===== config.mk =====
export PLATFORM = sky130hd
export DESIGN_NAME = rc_capture_scheduler
export DESIGN_NICKNAME = d
export VERILOG_FILES = /design/src/rtl/rc_capture_scheduler.sv
export SDC_FILE = /design/constraint.sdc
export NUM_CORES = 1
export LEC_CHECK = 0
export ABC_AREA = 0
export BUFFER_PORTS_ARGS = -buffer_cell sky130_fd_sc_hd__buf_2
export CAP_MARGIN = 20
export CORE_MARGIN = 8
export CORE_UTILIZATION = 52
export DETAILED_ROUTE_END_ITERATION = 7
export GPL_TIMING_DRIVEN = 0
export PLACE_DENSITY_LB_ADDON = 0.2
export REMOVE_ABC_BUFFERS = 1
export SLEW_MARGIN = 20
export SYNTH_ARGS = -nofsm -noshare
export SYNTH_HDL_FRONTEND = slang
export SYNTH_SLANG_ARGS = --single-unit

===== constraint.sdc =====
create_clock -name clk -period 3.1 [get_ports clk]
set_input_delay 0 -clock clk [delete_from_list [all_inputs] [get_ports clk]]
set_output_delay 0 -clock clk [all_outputs]
set_load 0.1 [all_outputs]

===== src/rtl/rc_capture_scheduler.sv =====
// rc_capture_scheduler: shares one pulse-width measurement datapath across NCH RC PWM
// inputs in round-robin order. Each high time becomes a 0..1000 ratio. A pulse outside
// the accepted window is ignored. A channel that shows no pulse within its slot time is
// flagged as lost, and any lost channel raises the global failsafe flag.
module rc_capture_scheduler #(
  parameter int unsigned NCH         = 4,
  parameter int unsigned CLK_PER_US  = 50,
  parameter int unsigned MIN_US      = 1000,
  parameter int unsigned MAX_US      = 2000,
  parameter int unsigned VALID_LO_US = 800,
  parameter int unsigned VALID_HI_US = 2200,
  parameter int unsigned TIMEOUT_CYC = 2500000
) (
  input  logic              clk,
  input  logic              reset,
  input  logic              enable,
  input  logic [NCH-1:0]    pwm_in,
  output logic [13*NCH-1:0] ratio_bus,
  output logic [NCH-1:0]    lost,
  output logic              failsafe,
  output logic              frame_done,
  output logic [2:0]        active_ch
);

  localparam int unsigned PW         = (CLK_PER_US > 1) ? $clog2(CLK_PER_US) : 1;
  localparam logic [PW-1:0] PRESC_LAST = PW'(CLK_PER_US - 1);
  localparam logic [21:0] SLOT_LAST  = 22'(TIMEOUT_CYC - 1);
  localparam logic [2:0]  CH_LAST    = 3'(NCH - 1);
  localparam logic [11:0] MIN_W      = 12'(MIN_US);
  localparam logic [11:0] MAX_W      = 12'(MAX_US);
  localparam logic [11:0] LO_W       = 12'(VALID_LO_US);
  localparam logic [11:0] HI_W       = 12'(VALID_HI_US);

  typedef enum logic [2:0] {
    StSyncLow,
    StWaitRise,
    StMeasure,
    StEval,
    StAdvance
  } state_e;

  state_e            state_q, state_d;
  logic [2:0]        ch_q, ch_d;
  logic [PW-1:0]     presc_q, presc_d;
  logic [11:0]       us_q, us_d;
  logic [21:0]       slot_q, slot_d;
  logic [13*NCH-1:0] ratio_q, ratio_d;
  logic [NCH-1:0]    lost_q, lost_d;
  logic [NCH-1:0]    frame_ok_q, frame_ok_d;
  logic              fs_q, fs_d;
  logic [NCH-1:0]    sync1_q, sync2_q;

  logic [NCH-1:0]    ch_oh;
  logic              s;
  logic              timeout;
  logic              ratio_we;
  logic [12:0]       ratio_new;
  logic              lost_set;
  logic              lost_clr;
  logic              ok_set;

  assign timeout = (slot_q == SLOT_LAST);

  // Decode the serviced channel and pick its synchronized PWM bit.
  always_comb begin
    ch_oh = '0;
    s     = 1'b0;
    for (int k = 0; k < NCH; k++) begin
      if (ch_q == 3'(k)) begin
        ch_oh[k] = 1'b1;
        s        = sync2_q[k];
      end
    end
  end

  // Next-state logic for the slot FSM, counters, results and failsafe.
  always_comb begin
    state_d    = state_q;
    ch_d       = ch_q;
    presc_d    = presc_q;
    us_d       = us_q;
    slot_d     = slot_q;
    ratio_d    = ratio_q;
    lost_d     = lost_q;
    frame_ok_d = frame_ok_q;
    fs_d       = fs_q;
    frame_done = 1'b0;
    ratio_we   = 1'b0;
    ratio_new  = '0;
    lost_set   = 1'b0;
    lost_clr   = 1'b0;
    ok_set     = 1'b0;

    if (|lost_q) fs_d = 1'b1;

    if (!enable) begin
      // Partial frame results are discarded so a restart cannot reuse them.
      state_d    = StSyncLow;
      ch_d       = '0;
      presc_d    = '0;
      us_d       = '0;
      slot_d     = '0;
      frame_ok_d = '0;
    end else begin
      unique case (state_q)
        StSyncLow: begin
          slot_d = slot_q + 22'd1;
          if (timeout) begin
            ratio_we = 1'b1;
            lost_set = 1'b1;
            state_d  = StAdvance;
          end else if (!s) begin
            state_d = StWaitRise;
          end
        end
        StWaitRise: begin
          slot_d = slot_q + 22'd1;
          if (timeout) begin
            ratio_we = 1'b1;
            lost_set = 1'b1;
            state_d  = StAdvance;
          end else if (s) begin
            presc_d = '0;
            us_d    = '0;
            state_d = StMeasure;
          end
        end
        StMeasure: begin
          slot_d = slot_q + 22'd1;
          // The falling-edge cycle is counted too, so a pulse of H cycles reads H/CLK_PER_US.
          if (presc_q == PRESC_LAST) begin
            presc_d = '0;
            if (us_q != 12'hfff) us_d = us_q + 12'd1;
          end else begin
            presc_d = presc_q + 1'b1;
          end
          if (!s) begin
            state_d = StEval;
          end else if (timeout) begin
            ratio_we = 1'b1;
            lost_set = 1'b1;
            state_d  = StAdvance;
          end
        end
        StEval: begin
          if (us_q >= LO_W && us_q <= HI_W) begin
            ratio_we = 1'b1;
            lost_clr = 1'b1;
            ok_set   = 1'b1;
            if (us_q < MIN_W) begin
              ratio_new = '0;
            end else if (us_q <= MAX_W) begin
              ratio_new = {1'b0, us_q - MIN_W};
            end else begin
              ratio_new = 13'd1000;
            end
          end
          state_d = StAdvance;
        end
        StAdvance: begin
          slot_d  = '0;
          state_d = StSyncLow;
          if (ch_q == CH_LAST) begin
            ch_d       = '0;
            frame_done = 1'b1;
            if ((&frame_ok_q) && !(|lost_q)) fs_d = 1'b0;
            frame_ok_d = '0;
          end else begin
            ch_d = ch_q + 3'd1;
          end
        end
        default: state_d = StSyncLow;
      endcase

      for (int k = 0; k < NCH; k++) begin
        if (ratio_we && ch_oh[k]) ratio_d[13*k +: 13] = ratio_new;
      end
      if (lost_set) lost_d = lost_q | ch_oh;
      if (lost_clr) lost_d = lost_q & ~ch_oh;
      if (ok_set)   frame_ok_d = frame_ok_q | ch_oh;
    end
  end

  // State, counters, results and input synchronizers.
  always_ff @(posedge clk or posedge reset) begin
    if (reset) begin
      state_q    <= StSyncLow;
      ch_q       <= '0;
      presc_q    <= '0;
      us_q       <= '0;
      slot_q     <= '0;
      ratio_q    <= '0;
      lost_q     <= '1;
      frame_ok_q <= '0;
      fs_q       <= 1'b1;
      sync1_q    <= '0;
      sync2_q    <= '0;
    end else begin
      state_q    <= state_d;
      ch_q       <= ch_d;
      presc_q    <= presc_d;
      us_q       <= us_d;
      slot_q     <= slot_d;
      ratio_q    <= ratio_d;
      lost_q     <= lost_d;
      frame_ok_q <= frame_ok_d;
      fs_q       <= fs_d;
      sync1_q    <= pwm_in;
      sync2_q    <= sync1_q;
    end
  end

  assign ratio_bus = ratio_q;
  assign lost      = lost_q;
  assign failsafe  = fs_q;
  assign active_ch = ch_q;

endmodule


# ---- After elaboration in Yosys (flattened, before gate mapping)
# Index checks and enable logic that the tools add are counted.
dict set report word_totals {
  regBits 115
  in_bits 7
  out_inout_bits 61
  wordCells 130
}
dict set report classes {
  add_sub_neg 5
  order_cmp 4
  eq_ne 22
  mux 58
  bitwise_logic 4
  n_reduce_logical 23
}
# cell count
set op_table {}
lappend op_table {{$mux W12} 9}
lappend op_table {{$pmux W22 S2} 1}
lappend op_table {{$mux W3} 10}
lappend op_table {{$mux W4} 6}
lappend op_table {{$mux W6} 4}
lappend op_table {{$pmux W12 S2} 1}
lappend op_table {{$add A22 B1 Y22 const B} 1}
lappend op_table {{$eq A22 B22 Y1 const B} 1}
lappend op_table {{$mux W1} 22}
lappend op_table {{$mux W22} 1}
lappend op_table {{$add A12 B1 Y12 const B} 1}
lappend op_table {{$eq A3 B2 Y1 const B} 4}
lappend op_table {{$ge A12 B10 Y1 const B} 1}
lappend op_table {{$le A12 B11 Y1 const B} 1}
lappend op_table {{$le A12 B12 Y1 const B} 1}
lappend op_table {{$lt A12 B10 Y1 const B} 1}
lappend op_table {{$ne A12 B12 Y1 const B} 1}
lappend op_table {{$ne A3 B3 Y1 const B} 4}
lappend op_table {{$ne A4 B4 Y1 const B} 3}
lappend op_table {{$pmux W3 S4} 1}
lappend op_table {{$pmux W6 S2} 1}
lappend op_table {{$reduce_and A2 Y1} 6}
lappend op_table {{$sub A12 B10 Y12 const B} 1}
lappend op_table {{$ne A3 B1 Y1 const B} 3}
lappend op_table {{22 further kinds} 31}

# ---- Depth between registers and ports, before layout
dict set report logic_depth {
  depth_word 10
  mapped_depth 9
  depth_no_buf 8
}

# ---- Worst setup path after synthesis
# No wires, ideal clock.
dict set report synth_timing {
  path_type {reg-to-reg}
  from {register ch_q[0], in the netlist active_ch[0]}
  to {register ratio_q[42], in the netlist ratio_bus[42]}
  setup_ns 0.128
  arrival_ns 2.758
  required_ns 2.972
  setup_slack_ns 0.214
  stages_incl_launch_ff 10
  n_path_buf 1
  synth_period_minus_slack_ns 2.886
  cell_sequence {dfrtp_1 > inv_1 > ha_1 > a21oi_1 > nand2_1 > a221oi_1 > o21bai_4 > nand3_4 > buf_6 > mux2_1}
}
dict set report synth_between {
  elab_chain_cells 10
  word_cells_on_any_way 14
  cone_classes {3 x eq/ne; 8 x mux; 3 x reduce/logical}
}
# element line
set synth_lines {}
lappend synth_lines {{start: declaration} 43} ;# logic [2:0] ch_q, ch_d;
lappend synth_lines {{start signal: assignment} 200} ;# ch_q <= ch_d;
lappend synth_lines {{$logic_not A3 Y1} 69} ;# if (ch_q == 3'(k)) begin
lappend synth_lines {{$mux W1 (4 in series)} 69}
lappend synth_lines {{$mux W1} 137} ;# if (!s) begin
lappend synth_lines {{$pmux W1 S3} 105} ;# unique case (state_q)
lappend synth_lines {{$mux W1} 96} ;# if (!enable) begin
lappend synth_lines {{$logic_and A1 B1 Y1 *} 176} ;# if (ratio_we && ch_oh[k]) ratio_d[13*k +: 13] = ratio_new;
lappend synth_lines {{$reduce_and A2 Y1 (no source line) *} --}
lappend synth_lines {{end signal: assignment} 204} ;# ratio_q <= ratio_d;
lappend synth_lines {{end: declaration} 47} ;# logic [13*NCH-1:0] ratio_q, ratio_d;
# Every way passes the cells marked *; elsewhere a longest branch is shown, timed or not. The select of a mux whose other input is x is not followed.
# A chain may end at the register's enable or synchronous reset.

# ---- Worst setup path in the final report
dict set report layout_timing {
  from {register us_q[3]}
  to {register ratio_q[5], in the netlist ratio_bus[5]}
}
dict set report layout_between {
  elab_chain_cells 7
  word_cells_on_any_way 15
  cone_classes {1 x add/sub; 4 x order compare; 7 x mux; 3 x reduce/logical}
}
# element line
set layout_lines {}
lappend layout_lines {{start: declaration} 45} ;# logic [11:0] us_q, us_d;
lappend layout_lines {{start signal: assignment} 202} ;# us_q <= us_d;
lappend layout_lines {{$ge A12 B10 Y1 or $le A12 B12 Y1 (tied branches)} 146} ;# if (us_q >= LO_W && us_q <= HI_W) begin
lappend layout_lines {{$logic_and A1 B1 Y1} 146}
lappend layout_lines {{$mux W1} 146}
lappend layout_lines {{$pmux W1 S3} 105}
lappend layout_lines {{$mux W1} 96}
lappend layout_lines {{$logic_and A1 B1 Y1} 176}
lappend layout_lines {{$reduce_and A2 Y1 (no source line)} --}
# Parallel ways exist; a longest one is shown, timed or not. The select of a mux whose other input is x is not followed.

==> summary.txt <==
Status
  • Status: finished, final reports clean

Power and ir drop
  • Power Total: about 2.6 mW
  • Pwr Density: 432.2 nW/um^2
  • Power share of the clock group: 0.393
  • Leakage: between 2 and 3 nW
  • Sequential power share: 0.562
  • Psw: approximately 0.58 mW
  • Sw frac: 0.2194
  • Internal Pwr Total: between 2 and 2.5 mW
  • Comb power frac: 0.045
  • Peak VDD IR: 0.0003286 V

Setup path
  • Reg2Reg Depth: 7
  • CP Capture Type: flip-flop
  • Crit path max fanout: 13
  • CP Launch Type: flip-flop
  • Worst EP required: 3.36 ns
  • Reg2reg start: us_q[3]
  • Critical path class: reg -> reg
  • CP startpoint: us_q[3]
  • Arr. time, crit path: 2.98 ns

Floorplan
  • Rows: 37
  • Placeable Area: approximately 10,000 um^2
  • Full die area: roughly 14,000 um^2
  • Die span in y: between 100 and 150 um
  • Initial Util: 0.5308
  • IO Count: 68
  • Die width: around 120 um

Yosys
  • Async set-reset flop share out of synthesis: 1.000
  • Post-synth EDFFs: 0
  • Gate Count Post-Synth: about 480
  • Sequential share of the synthesized area: 0.5127
  • Distinct cells, synth: between 60 and 70
  • Post-Syn Area per Cell: 11.34 um^2
  • Yosys reg bits: between 100 and 150
  • Yosys warns: 0
  • Syn Std Cell Area: 5430 um^2
  • Post-synth top flop: dfrtp_1

Place
  • Worst slack, placed: 0.08302 ns
  • Post-DP HPWL: 7809 um
  • Placed cells: around 660
  • Routability congestion estimate: ~0.88
  • PortBufs: 63
  • Dpl cell area: between 5000 and 6000 um^2

Timing
  • Max Clk Rate: approximately 370 MHz
  • Fin crit share: 0.8783
  • WHS: ~0.042 ns
  • Slew @ Worst Pin: 0.8513 ns
  • Final Hold Fails: 0
  • Setup TNS: 0 ns
  • Slew HR: 0.4312
  • Min Tclk post-route: around 2.7 ns
  • RSZ-0062 raised after global routing: no
  • Pins Over Slew Limit: 0
  • Setup Skew: between 0.009 and 0.01 ns
  • # setup viols final: 0
  • Setup ws final: 0.3774 ns

Layout
  • Leading cell type in the layout, fill and taps excluded: dfrtp_1
  • Fillers: 838
  • Area growth from synthesis to layout: 11.80%
  • Post-route cell area: roughly 6100 um^2
  • Nets: roughly 560
  • Most frequent cells in the layout: 106 x dfrtp_1, 63 x buf_2, 44 x nor2_1
  • Share of cells above drive strength 1: 0.2527
  • # diodes: 0
  • Final non-filler cell total: approximately 680
  • Final core utilization: 0.5934

Clock tree
  • CTS tree: done
  • Root buf cell: clkbuf_8
  • Worst-path clk slew: approximately 0.10 ns
  • Max Root-Sink Buffers: 2
  • Worst skew pair latency: ~0.37 ns
  • Postcts setup bufs: 0
  • H-tree depth: 3
  • Num CTS Buffers: 9
  • Clock Sinks: roughly 110

Global routing
  • Global Route Usage Sum: 0.1626
  • Global-route wire length before repair: 18,830 um
  • Vias in the first global route: roughly 3,800
  • Largest net degree at the start of global routing: 60
  • Antenna violations before repair: 0
  • Overflow after GRT: 0

Detailed routing
  • DRC: 0
  • Vias: 3,674
  • Routed WL per cell: between 15 and 20 um
  • Routed Antenna Nets: 0
  • Drt pass-1 iters: 4
  • Drt via density: ~5.4
  • Routed Wire Length: around 11,000 um
  • DRT iter0 DRCs: between 300 and 400

Min path
  • Hold Crit Start: enable
  • Hold Crit Depth: 3
  • Hold Crit Class: in -> reg

Job
  • Maxcap violations: 0
cell usage after synthesis, drive strengths merged, types with 8 or more instances:
master | instances | area share
xor2 | 19 | 0.031
nor2 | 44 | 0.030
mux2 | 40 | 0.094
nand2 | 29 | 0.020
nand4 | 12 | 0.014
a21oi | 22 | 0.020
and2 | 11 | 0.014
o21ai | 12 | 0.011
clkbuf | 10 | 0.011
ha | 11 | 0.025
dfrtp | 106 | 0.49
nand3 | 18 | 0.026
xnor2 | 15 | 0.024
inv | 20 | 0.014
buf | 10 | 0.018
nor2b | 8 | 0.0092
path summary, 6_finish.rpt:
kind | slack [ns] | end
max | 0.38 | ratio_bus[5]
min | 0.04 | state_q[2]
max reg2reg | 0.38 | ratio_bus[5]
min reg2reg | 0.35 | sync2_q[1]
max in group asynchronous | 2.25 | ratio_bus[0]
min in group asynchronous | 0.22 | ratio_bus[34]
worst max-delay path: stages, from the launching register on:
cell      delay, ns
dfrtp_1        0.50
ha_1           0.20
or4b_4         0.47
a311oi_2       0.31
o21a_2         0.22
o21bai_4       0.19
nand3_4        0.29
mux2_1         0.42
timing repair:
| action | 4_1_cts | 5_1_grt |
|---|---|---|
| hold buffers | 5 | 0 |
| endpoints found under the hold margin | 57 | 0 |
| resized for setup | 0 | 1 |
| setup endpoints to repair | 0 | 6 |
sequential cells by signal, summed over array words and instances, names as in the netlist, named ones only:
| name | count |
|---|---|
| failsafe | 1 |
| frame_ok_q | 4 |
| active_ch | 3 |
| slot_q | 22 |
| sync2_q | 4 |
| state_q | 3 |
| sync1_q | 4 |
| ratio_bus | 48 |
| us_q | 12 |
| presc_q | 6 |
final cells by class:
class	instances	area [um^2]	area share
well taps	136	170.2	0.02803
flip-flops and latches	111	2784	0.4586
repair buffers	69	392.9	0.06472
inverters	20	80.08	0.01319
clock inverters	5	105.1	0.01731
clock buffers	11	141.4	0.02329
multi-input cells	330	2397	0.3949
metal layers:
layer	share of wire	global-route usage
met1	0.47	0.2102
met3	0.045	0.04474
met2	0.47	0.2590
met5	0	0
met4	0.012	0.05444
power groups by stage:
stage          Clock (mW)  Sequential, mW  Combinational (mW)
4_1_cts              1.06            1.47               0.121
3_5_place_dp            0            1.50               0.116
5_1_grt              1.11            1.48               0.134
3_3_place_gp            0            1.50               0.108
2_1_floorplan           0            1.50              0.0835
6_report             1.03            1.47               0.118
logic make-up (layout without fill, tap and decap cells):
group | count (synthesis) | in the layout | share of synthesized area
adders and majority gates | 11 | 11 | 0.02535
buffers and inverters | 41 | 105 | 0.04839
xor gates and xnor gates | 34 | 34 | 0.05484
and+or+nand+nor | 170 | 170 | 0.1744
DFF | 111 | 111 | 0.5127
muxes | 41 | 41 | 0.09585
other | 1 | 4 | 0.0006906
AOI/OAI and AO/OA | 70 | 70 | 0.08779
(Power assumes the default switching activity.)
